File: config.mk
export PLATFORM = sky130hd
export DESIGN_NAME = countdown_timer
export DESIGN_NICKNAME = d
export VERILOG_FILES = /design/src/rtl/countdown_timer.sv
export SDC_FILE = /design/constraint.sdc
export NUM_CORES = 1
export LEC_CHECK = 0
export ABC_AREA = 1
export CAP_MARGIN = 20
export CORE_UTILIZATION = 53
export CTS_BUF_LIST = sky130_fd_sc_hd__clkbuf_4 sky130_fd_sc_hd__clkbuf_8 sky130_fd_sc_hd__clkbuf_16
export CTS_CLUSTER_DIAMETER = 30
export CTS_CLUSTER_SIZE = 8
export DETAILED_ROUTE_END_ITERATION = 16
export GPL_TIMING_DRIVEN = 0
export PLACE_DENSITY = 0.8
export SLEW_MARGIN = 20
export SYNTH_ARGS = -nofsm -noshare
export SYNTH_HDL_FRONTEND = slang
export SYNTH_SLANG_ARGS = --single-unit
File: constraint.sdc
create_clock -name clk_i -period 1.9 [get_ports clk_i]
set_clock_uncertainty 0.05 [all_clocks]
set_input_delay 0.285 -clock clk_i [delete_from_list [all_inputs] [get_ports clk_i]]
set_output_delay 0.285 -clock clk_i [all_outputs]
set_load 0.01 [all_outputs]
File: src/rtl/countdown_timer.sv
// Prescaled down-counting timer with one-shot and auto-reload modes.
// Loads a reload value on start, decrements once per tick and pulses expire_o on underflow.
module countdown_timer #(
    parameter int unsigned WORD_WIDTH     = 16,
    parameter int unsigned PRESCALE_WIDTH = 8
) (
    input  logic                      clk_i,
    input  logic                      rst_i,
    input  logic                      start_i,
    input  logic                      stop_i,
    input  logic                      periodic_i,
    input  logic [WORD_WIDTH-1:0]     reload_i,
    input  logic [PRESCALE_WIDTH-1:0] prescale_i,
    output logic [WORD_WIDTH-1:0]     d_o,
    output logic                      busy_o,
    output logic                      expire_o,
    output logic                      will_underflow_o
);

    typedef enum logic {
        IDLE = 1'b0,
        RUN  = 1'b1
    } state_t;

    state_t                    state_q, state_d;
    logic [WORD_WIDTH-1:0]     count_q, count_d;
    logic                      expire_q, expire_d;
    logic [PRESCALE_WIDTH-1:0] pre_q, pre_d;
    logic [WORD_WIDTH-1:0]     reload_q, reload_d;
    logic [PRESCALE_WIDTH-1:0] prescale_q, prescale_d;
    logic                      periodic_q, periodic_d;

    // State and shadow registers
    always_ff @(posedge clk_i) begin
        if (rst_i) begin
            state_q    <= IDLE;
            count_q    <= '0;
            expire_q   <= 1'b0;
            pre_q      <= '0;
            reload_q   <= '0;
            prescale_q <= '0;
            periodic_q <= 1'b0;
        end else begin
            state_q    <= state_d;
            count_q    <= count_d;
            expire_q   <= expire_d;
            pre_q      <= pre_d;
            reload_q   <= reload_d;
            prescale_q <= prescale_d;
            periodic_q <= periodic_d;
        end
    end

    // Next-state: stop beats start, start beats a pending tick
    always_comb begin
        state_d    = state_q;
        count_d    = count_q;
        expire_d   = 1'b0;
        pre_d      = pre_q;
        reload_d   = reload_q;
        prescale_d = prescale_q;
        periodic_d = periodic_q;

        if (stop_i) begin
            state_d = IDLE;
            pre_d   = '0;
        end else if (start_i) begin
            state_d    = RUN;
            count_d    = reload_i;
            pre_d      = '0;
            reload_d   = reload_i;
            prescale_d = prescale_i;
            periodic_d = periodic_i;
        end else if (state_q == RUN) begin
            if (pre_q == prescale_q) begin
                pre_d = '0;
                if (count_q != '0) begin
                    count_d = count_q - WORD_WIDTH'(1);
                end else begin
                    // Zero means this tick underflows: never wrap the count
                    expire_d = 1'b1;
                    if (periodic_q) begin
                        count_d = reload_q;
                    end else begin
                        state_d = IDLE;
                    end
                end
            end else begin
                pre_d = pre_q + PRESCALE_WIDTH'(1);
            end
        end
    end

    assign d_o              = count_q;
    assign busy_o           = (state_q == RUN);
    assign expire_o         = expire_q;
    assign will_underflow_o = busy_o & (count_q == '0);

endmodule
==> metrics.txt, run 1 <==
CP Class=flip-flop to primary output; Detailed Routing Iterations Pass 1=9; CP peak stage delay=0.34 ns; Sw Ratio=37.1%; H-tree depth=2; Mapped Nets=476; Placer Congestion=0.948; I/O pin count=48; Synth area leader=dfxtp_1; Top FF cell, synth=dfxtp_1; total gr overflow=0; Yosys cell types=34; Final Hold Vio Count=0; top post-synthesis cells by area=dfxtp_1, nand2_1, nor2_1; TritonCTS Buffers=5; Logic pwr share=37.1%; via count=3088; final WL=8.39 mm; Tmin final=1.88 ns; Avg Cell Area, Syn=6.51 µm²; first-pass GRT wire length=12.7 mm; total power=2950 µW; Root Buffer=clkbuf_8; CP required=1.56 ns; area growth from synthesis to layout=26.3%; CP startpoint kind=flip-flop; Clk pwr share=22.0%; Die Wd=75.9 µm; # rows=26; clk_lat worst skew=0.31 ns; Clock Sink Count=51; YS warnings=0; nets@finish=538; Async SR Flop Fraction=0%; Hold WS=0.360 ns; Max Cap Violations=0; port bufs=46; sequential fraction of the synthesis area=35.3%; flops & latches, synth=51; sequential power share=40.9%; cell-internal power=1850 µW; HP Class=input port to flip-flop; slowest cell on the critical path=dfxtp_2; Synth top area share=35.3%; Max Clk Rate=0.533 GHz; critical path cell sequence=inv_2 > ha_4 > nand3_2 > nor2_4 > nand2_4 > buf_6 > nor2_2 > buf_2; Post-Syn Instances=444; DRC=0; Initial Utilization=55.9%; final setup fails=0; max-slew violation count=0; crit path max fanout=10; period utilization=98.8%; EDFF count, synth=0; P_leak=0.00164 µW; CTS Hold Buffers Added=0; largest net degree at the start of global routing=16; Psw=1090 µW; Pwr Density=807 mW/mm²; clk buf depth=2; Die Y=75.9 µm; post-DP HPWL=5.99 mm; CP endpoint kind=primary output; Final ANT Viol Nets=0; maximum vdd ir drop=0.443 mV; max_slew headroom=59.4%; ant diodes=0; starting DRC count in detailed routing=246; Post-Syn Area=0.00289 mm²; status=complete, no violations; antenna violations before repair=0; vias per cell=5.35; vias in the first global route=2734; TritonCTS clock tree=done; Slew @ Worst Pin=0.609 ns; core box area=0.00517 mm²; Die Outline Area=0.00575 mm²; Reg clk slew, reported paths=0.10 ns; Total GRT Usage=30.3%; layout cell share with drive strength beyond 1=13.2%; RSZ-0062 raised after global routing=true; fillers=471; Wirelength per Cell=14.5 µm; Worst Path Arrival=1.54 ns
-- layer usage --
| layer | vias to the layer above | GRT usage, % | routed length [µm] | part of all wire (%) |
|---|---|---|---|---|
| li1 | 1540 | - | - | - |
| met1 | 1369 | 38.3 | 3540 | 42 |
| met2 | 146 | 47.6 | 3840 | 46 |
| met3 | 33 | 6.35 | 675 | 8.0 |
| met4 | 0 | 17.7 | 324 | 3.9 |
| met5 | - | 0 | 0 | 0 |
-- flip-flops by register name (all words and copies together), names as in the netlist --
name and flops:
busy_o 1, d_o 16, prescale_q 8, pre_q 8, reload_q 16, expire_o 1
periodic_q 1
-- synthesized netlist by cell type (all sizes together) (4+ instances only) --
library cell,number
inv,37
xor2,6
or2,4
dfxtp,51
clkbuf,8
buf,8
nand3,33
o21ai,37
nand4,7
a21oi,20
nand2,112
xnor2,7
nor2,99
-- path summary, 6_finish.rpt --
| path | from | to | slack, ns | cells past startpoint |
|---|---|---|---|---|
| min | start_i | d_o[14] | 0.36 | 5 |
| max | d_o[1] | will_underflow_o | 0.02 | 8 |
| min reg2reg | reload_q[15] | reload_q[15] | 0.42 | 2 |
| max reg2reg | d_o[0] | d_o[7] | 0.07 | 12 |
-- repair_timing --
action,in CTS,in global routing
pin swaps,5,2
resized for setup,13,17
setup endpoints to repair,4,12
buffers inserted,8,1
endpoints found under the hold margin,0,0
-- critical path, delay by kind of cell (launching register included) --
family / cells / cell delay [ns]
flip-flops: 1 / 0.34
buffers and inverters: 3 / 0.36
adder cells (fa/ha/maj): 1 / 0.15
AND/OR/NAND/NOR: 4 / 0.38
-- metrics by stage --
stage | cell area (µm²) | utilization [%] | cells | setup TNS, ns | setup WS (ns)
final | 3650 | 70.6 | 577 | 0 | 0.0222
after global routing | 3650 | 70.6 | 577 | -0.0456 | -0.0456
after CTS | 3610 | 69.8 | 576 | 0 | 0.0145
after detailed placement | 3440 | 66.5 | 560 | -3.84 | -0.456
after global placement | 3440 | 66.5 | 560 | -3.23 | -0.464
after floorplan | 2890 | - | 444 | 0 | 0.186
-- power groups by stage --
stage	logic (µW)	registers, µW	clock network [µW]
3_5_place_dp	968	1220	0
2_1_floorplan	656	1220	0
5_1_grt	1190	1210	693
3_3_place_gp	950	1220	0
4_1_cts	1030	1200	652
6_report	1090	1210	649
-- cell families (layout without fill, tap and decap cells) --
family          count (synthesis)  in the layout  share of synthesized area [%]
buf+inv                        53            116                           8.05
fa+ha+maj                       3              3                           1.30
flops                          51             51                           35.3
compound gates                 63             63                           11.8
xor+xnor                       13             13                           3.94
simple gates                  261            261                           39.6
-- layout by cell type, fill, tap and decap left out, types with 2 or more instances in the layout --
master           instances
nand2_1                107
nor2_1                  85
dfxtp_1                 45
clkdlybuf4s50_1         45
inv_1                   32
o21ai_0                 32
nand3_1                 31
a21oi_1                 18
buf_4                   10
nor2_4                   9
xnor2_1                  7
nand4_1                  7
xor2_1                   6
dfxtp_2                  6
inv_2                    5
nor2_2                   5
clkbuf_1                 5
o21ai_1                  5
clkbuf_8                 5
nand2_2                  4
clkbuf_2                 3
buf_2                    3
a31oi_1                  3
nor3_1                   3
buf_6                    2
buf_1                    2
or2_0                    2
or2_2                    2
a21oi_2                  2
o221a_2                  2
ha_1                     2
-- layout make-up --
cell class                      count  area [µm²]  area share, %
Timing Repair Buffer               55         523           14.3
Tap cell                           70        87.6           2.40
Sequential cell                    51        1030           28.2
Clock buffer                        6        76.3           2.09
Clock inverter                      2        12.5          0.343
Multi-Input combinational cell    340        1690           46.2
Buffer                             16        96.3           2.64
Inverter                           37         139           3.80
(Power assumes the default switching activity.)
==> run 2: changes to the inputs <==
- CORE_UTILIZATION: 53 -> 51
- PLACE_DENSITY: 0.8 -> 0.77
==> run 2 against run 1 <==
Fmax increased by 2.3%. Global-route usage decreased by 2.0 points. First-iteration DRC count decreased by 10%. Sequential power about the same. Critical path depth increased by 4. Clock power increased by 4.8%. Setup slack improved by 0.043 ns. Cell area increased by 0.17%. Power increased by 0.43%. Clock-buffer cell count unchanged. Sequential share of layout area about the same. Via count about the same. Largest cell class unchanged.
==> metrics.txt, run 2 (synthesis results as in run 1) <==
fin area=0.00366 mm² (+0.17%); CP endpoint kind=flip-flop; Initial Utilization=52.8% (-3.1 points); post-DP HPWL=5.86 mm (-2.2%); first-pass GRT wire length=13.2 mm (+4.0%); r2r worst-path depth=12 (unchanged); core box area=0.00547 mm² (+5.8%); I/O pin count=48 (unchanged); critical path cell sequence=inv_2 > ha_4 > buf_4 > nand2_2 > nor2_4 > nand3_1 > nand2_1 > nand3b_2 > buf_6 > buf_8 > nor2_1 > nor2_1; area growth from synthesis to layout=26.5%; Hold Crit Depth=5 (unchanged); RSZ-0062 raised after global routing=true; maximum vdd ir drop=0.512 mV (+16%); crit path max fanout=10 (unchanged); DRC=0 (unchanged); nets@finish=539 (+0.19%); Final Hold Vio Count=0 (unchanged); vias in the first global route=2927 (+7.1%); Reg clk slew, reported paths=0.09 ns (about the same); Wirelength per Cell=13.9 µm (-4.3%); DP Area=0.00344 mm² (about the same); Die Outline Area=0.00597 mm² (+3.8%); final setup fails=0 (unchanged); CP peak stage delay=0.36 ns (+0.02 ns); CP Depth=12 (+4); CP startpoint kind=flip-flop; Max Cap Violations=0 (unchanged); TritonCTS Buffers=5 (unchanged); status=complete, no violations; antenna violations before repair=0 (unchanged); period utilization=96.6% (-2.3 points); Total GRT Usage=28.3% (-2.0 points); # rows=27 (+3.8%); largest net degree at the start of global routing=17 (+1); Final ANT Viol Nets=0 (unchanged); vias per cell=5.33 (-0.49%); Tmin final=1.83 ns (-0.0431 ns); H-tree depth=2 (unchanged); most frequent cells in the layout=nand2_1, nor2_1, dfxtp_1, clkdlybuf4s50_1; max-slew violation count=0 (unchanged); starting DRC count in detailed routing=221 (-10%); fillers=518 (+10%); CP required=2.06 ns (+0.50 ns); CTS Hold Buffers Added=0 (unchanged); Slew @ Worst Pin=0.559 ns (-0.0497 ns); Detailed Routing Iterations Pass 1=7 (-2); clk_lat worst skew=0.31 ns (about the same); Clock Sink Count=51 (unchanged); HP Class=input port to flip-flop; fin util=66.8% (-3.8 points); commonest non-fill, non-tap cell in the layout=nand2_1; Most common cell on crit path=nor2_1; Die Y=77.3 µm (+1.9%); Root Buffer=clkbuf_8; Hold WS=0.366 ns (+0.00684 ns); total power=2960 µW (+0.43%); CP top delay family=simple AND/OR/NAND/NOR gates; Post-Layout Cell Count=580 (+0.52%); ant diodes=0 (unchanged); slowest cell on the critical path=dfxtp_2; total gr overflow=0 (unchanged); layout cell share with drive strength beyond 1=13.4% (+0.17 points); clk buf depth=2 (unchanged); Inst Count DP=562 (+0.36%); Pwr Density=809 mW/mm² (+0.26%); Sequential Area=0.00103 mm² (unchanged); max_slew headroom=62.7% (+3.3 points); final WL=8.06 mm (-3.9%); TritonCTS clock tree=done; P_leak=0.00164 µW (about the same); Crit path buffers/inverters=4 (+1); via count=3089 (+0.032%); Worst Path Arrival=1.99 ns (+0.45 ns); CP Class=flip-flop to flip-flop; multi-input logic area=0.00168 mm² (-0.52%); port bufs=46 (unchanged); Max Clk Rate=0.545 GHz (+2.3%); Placer Congestion=0.937 (-1.3%); Die Wd=77.3 µm (+1.9%)
## run 2: power breakdown
group | internal [µW] | leakage [µW] | switching, µW
logic | 442 | 0.00117 | 633
registers | 1140 | 0.000420 | 67.3
clock network | 298 | 0.0000474 | 382
## run 2: worst reg2reg max path, delay by kind of cell (launching register included)
kind                     cells  cell delay (ns)
adder cells (fa/ha/maj)      1             0.16
buffers and inverters        4             0.50
flip-flops                   1             0.36
AND/OR/NAND/NOR              7             0.64
## run 2: area by class of cell
cell class / count / area share, %
multi-input cells: 340 / 45.9
plain buffers: 15 / 2.29
well taps: 72 / 2.46
repair buffers: 57 / 14.7
clock inverters: 2 / 0.445
clock buffers: 6 / 2.26
flip-flops and latches: 51 / 28.1
inverters: 37 / 3.80
## run 2: metal layers
layer / track usage (%) / up-vias / share of wire [%]
met5: 0 / - / 0
met4: 13.2 / 0 / 2.5
met3: 3.69 / 18 / 6.3
met2: 48.8 / 143 / 49
met1: 34.6 / 1391 / 42
li1: - / 1537 / -
## run 2: repair_timing
action / 4_1_cts / 5_1_grt
setup endpoints to repair: 8 / 9
pin swaps: 4 / 6
buffers inserted: 6 / 5
gates resized for setup: 15 / 12
## run 2: worst paths after layout
check               startpoint      endpoint  slack [ns]
hold reg to reg   reload_q[11]  reload_q[11]        0.42
hold / removal         start_i       d_o[14]        0.37
setup / recovery        d_o[0]        d_o[3]        0.07
setup reg to reg        d_o[0]        d_o[3]        0.07
## run 2: stage by stage
stage,setup slack (ns),TNS (ns)
6_report,0.0653,0
5_1_grt,-0.0116,-0.0226
4_1_cts,0.0145,0
3_5_place_dp,-0.449,-4.08
3_3_place_gp,-0.482,-3.91
2_1_floorplan,0.186,0
==> run 3: changes to the inputs <==
--- a/config.mk
+++ b/config.mk
@@ -16,2 +16,3 @@
 export PLACE_DENSITY = 0.77
+export RECOVER_POWER = 100
 export SLEW_MARGIN = 20
==> constraint.sdc (replaced) <==
create_clock -name clk_i -period 1.9 [get_ports clk_i]
set_clock_uncertainty 0.05 [all_clocks]
set_input_delay 0.38 -clock clk_i [delete_from_list [all_inputs] [get_ports clk_i]]
set_output_delay 0.38 -clock clk_i [all_outputs]
set_load 0.01 [all_outputs]
==> run 3 against run 2 <==
The flow now finishes with violations (setup timing). Register-to-register slack lost 0.05 ns. Fmax is 4.0% lower. Clock-buffer cell count is the same. Critical path type is now flip-flop to primary output. Critical endpoint is now will_underflow_o.
==> metrics.txt, run 3 (synthesis results as in run 1) <==
Wirelength per Cell=13.8 µm (-0.47%); Hold WS=0.422 ns (+0.0560 ns); fin area=0.00366 mm² (about the same); Tmin final=1.91 ns (+0.0755 ns); Max Clk Rate=0.524 GHz (-4.0%); # rows=27 (unchanged); clk_lat worst skew=0.31 ns (about the same); Most common cell on crit path=nor2_2; CP required=1.47 ns (-0.59 ns); crit path max fanout=5 (-5); Die Y=77.3 µm (unchanged); CP Class=flip-flop to primary output; final setup fails=1 (+1); layout cell share with drive strength beyond 1=13.1% (-0.25 points); Clock Sink Count=51 (unchanged); max-slew violation count=0 (unchanged); CP startpoint kind=flip-flop; first-pass GRT wire length=13.2 mm (-0.26%); HP Class=flip-flop to flip-flop; H-tree depth=2 (unchanged); maximum vdd ir drop=0.502 mV (-1.9%); multi-input logic area=0.00167 mm² (-0.67%); port bufs=46 (unchanged); vias in the first global route=2926 (-0.034%); clk buf depth=2 (unchanged); Placer Congestion=0.937 (unchanged); Max Cap Violations=0 (unchanged); most frequent cells in the layout=nand2_1, nor2_1, dfxtp_1, clkdlybuf4s50_1, inv_1; core box area=0.00547 mm² (unchanged); status=finished, violations left; final worst-path setup slack=-0.0102 ns (-0.0755 ns); CP endpoint kind=primary output; Total GRT Usage=28.3% (-0.050 points); commonest non-fill, non-tap cell in the layout=nand2_1; Detailed Routing Iterations Pass 1=7 (unchanged); Setup WS pre-CTS=-0.544 ns (-0.0950 ns); Pwr Density=807 mW/mm² (-0.28%); fillers=515 (-0.58%); Final Hold Vio Count=0 (unchanged); Crit path buffers/inverters=1 (-3); Final ANT Viol Nets=0 (unchanged); DRC=0 (unchanged); I/O pin count=48 (unchanged); total gr overflow=0 (unchanged); critical path cell sequence=nor2_2 > nand2_1 > nor2_4 > nand2_4 > nor2_2 > buf_2; vias per cell=5.34 (+0.27%); CP top delay family=simple AND/OR/NAND/NOR gates; P_leak=0.00168 µW (+2.3%); Reg clk slew, reported paths=0.09 ns (about the same); CP peak stage delay=0.38 ns (+0.02 ns); TritonCTS Buffers=5 (unchanged); final WL=8.05 mm (-0.12%); area growth from synthesis to layout=26.6% (about the same); Root Buffer=clkbuf_8; max_slew headroom=62.8% (+0.090 points); Initial Utilization=52.8% (unchanged); TritonCTS clock tree=done; slowest cell on the critical path=dfxtp_1; via count=3108 (+0.62%); period utilization=101% (+4.0 points); Sequential Area=0.00103 mm² (-0.24%); Die Wd=77.3 µm (unchanged); CTS Hold Buffers Added=0 (unchanged); Worst Path Arrival=1.48 ns (-0.51 ns); Die Outline Area=0.00597 mm² (unchanged); DP Area=0.00344 mm² (unchanged); largest net degree at the start of global routing=17 (unchanged); violated checks=setup timing; ant diodes=0 (unchanged); starting DRC count in detailed routing=267 (+21%); nets@finish=541 (+0.37%); antenna violations before repair=0 (unchanged); Slew @ Worst Pin=0.558 ns (-0.00135 ns); post-DP HPWL=5.86 mm (unchanged)
-- run 3: metal layers --
metal,vias up,wire length [µm],track usage (%)
met5,-,0,0
met4,0,220,13.6
met3,23,437,4.17
met2,126,3900,48.0
met1,1416,3490,34.8
li1,1543,-,-
-- run 3: layout make-up --
type,instances,share of cell area [%]
multi-input combinational,340,45.6
sequential,51,28.0
timing repair buffer,59,15.1
inverter,37,3.79
tap,72,2.46
buffer,15,2.32
clock buffer,6,2.26
clock inverter,2,0.444
-- run 3: worst paths after layout --
path / from / to / slack, ns / cells past startpoint
setup / recovery: d_o[4] / will_underflow_o / -0.01 / 6
hold / removal: reload_q[11] / reload_q[11] / 0.42 / 2
setup reg to reg: d_o[4] / d_o[7] / 0.02 / 10
hold reg to reg: reload_q[11] / reload_q[11] / 0.42 / 2
-- run 3: power breakdown --
group / switching [µW] / internal (µW)
combinational: 631 / 442
clock: 381 / 298
sequential: 64.6 / 1140
total: 1080 / 1880
-- run 3: repair_timing --
item                                    4_1_cts  5_1_grt
buffers inserted                              9        5
endpoints found under the setup margin       10       14
gates resized for setup                      16        9
pin swaps                                     4        5
-- run 3: per-stage QoR --
| step | instances | total power (µW) | util, % | setup TNS, ns |
|---|---|---|---|---|
| detailed placement | 562 | 2190 | 62.9 | -7.17 |
| global placement | 562 | 2170 | 62.9 | -6.53 |
| finish | 582 | 2950 | 66.9 | -0.0102 |
| CTS | 578 | 2930 | 66.2 | 0 |
| global route | 582 | 3140 | 66.9 | -0.249 |
| floorplan | 444 | 1880 | - | 0 |
-- run 3: worst register-to-register path, cell delays in order, from the launching register on --
cell	delay, ns
dfxtp_1	0.38
nor2_2	0.21
nand2_1	0.13
nor2_4	0.15
nand2_4	0.08
buf_4	0.17
buf_4	0.16
o21ai_0	0.11
a21oi_1	0.10
nor2_1	0.16
nor2_1	0.07
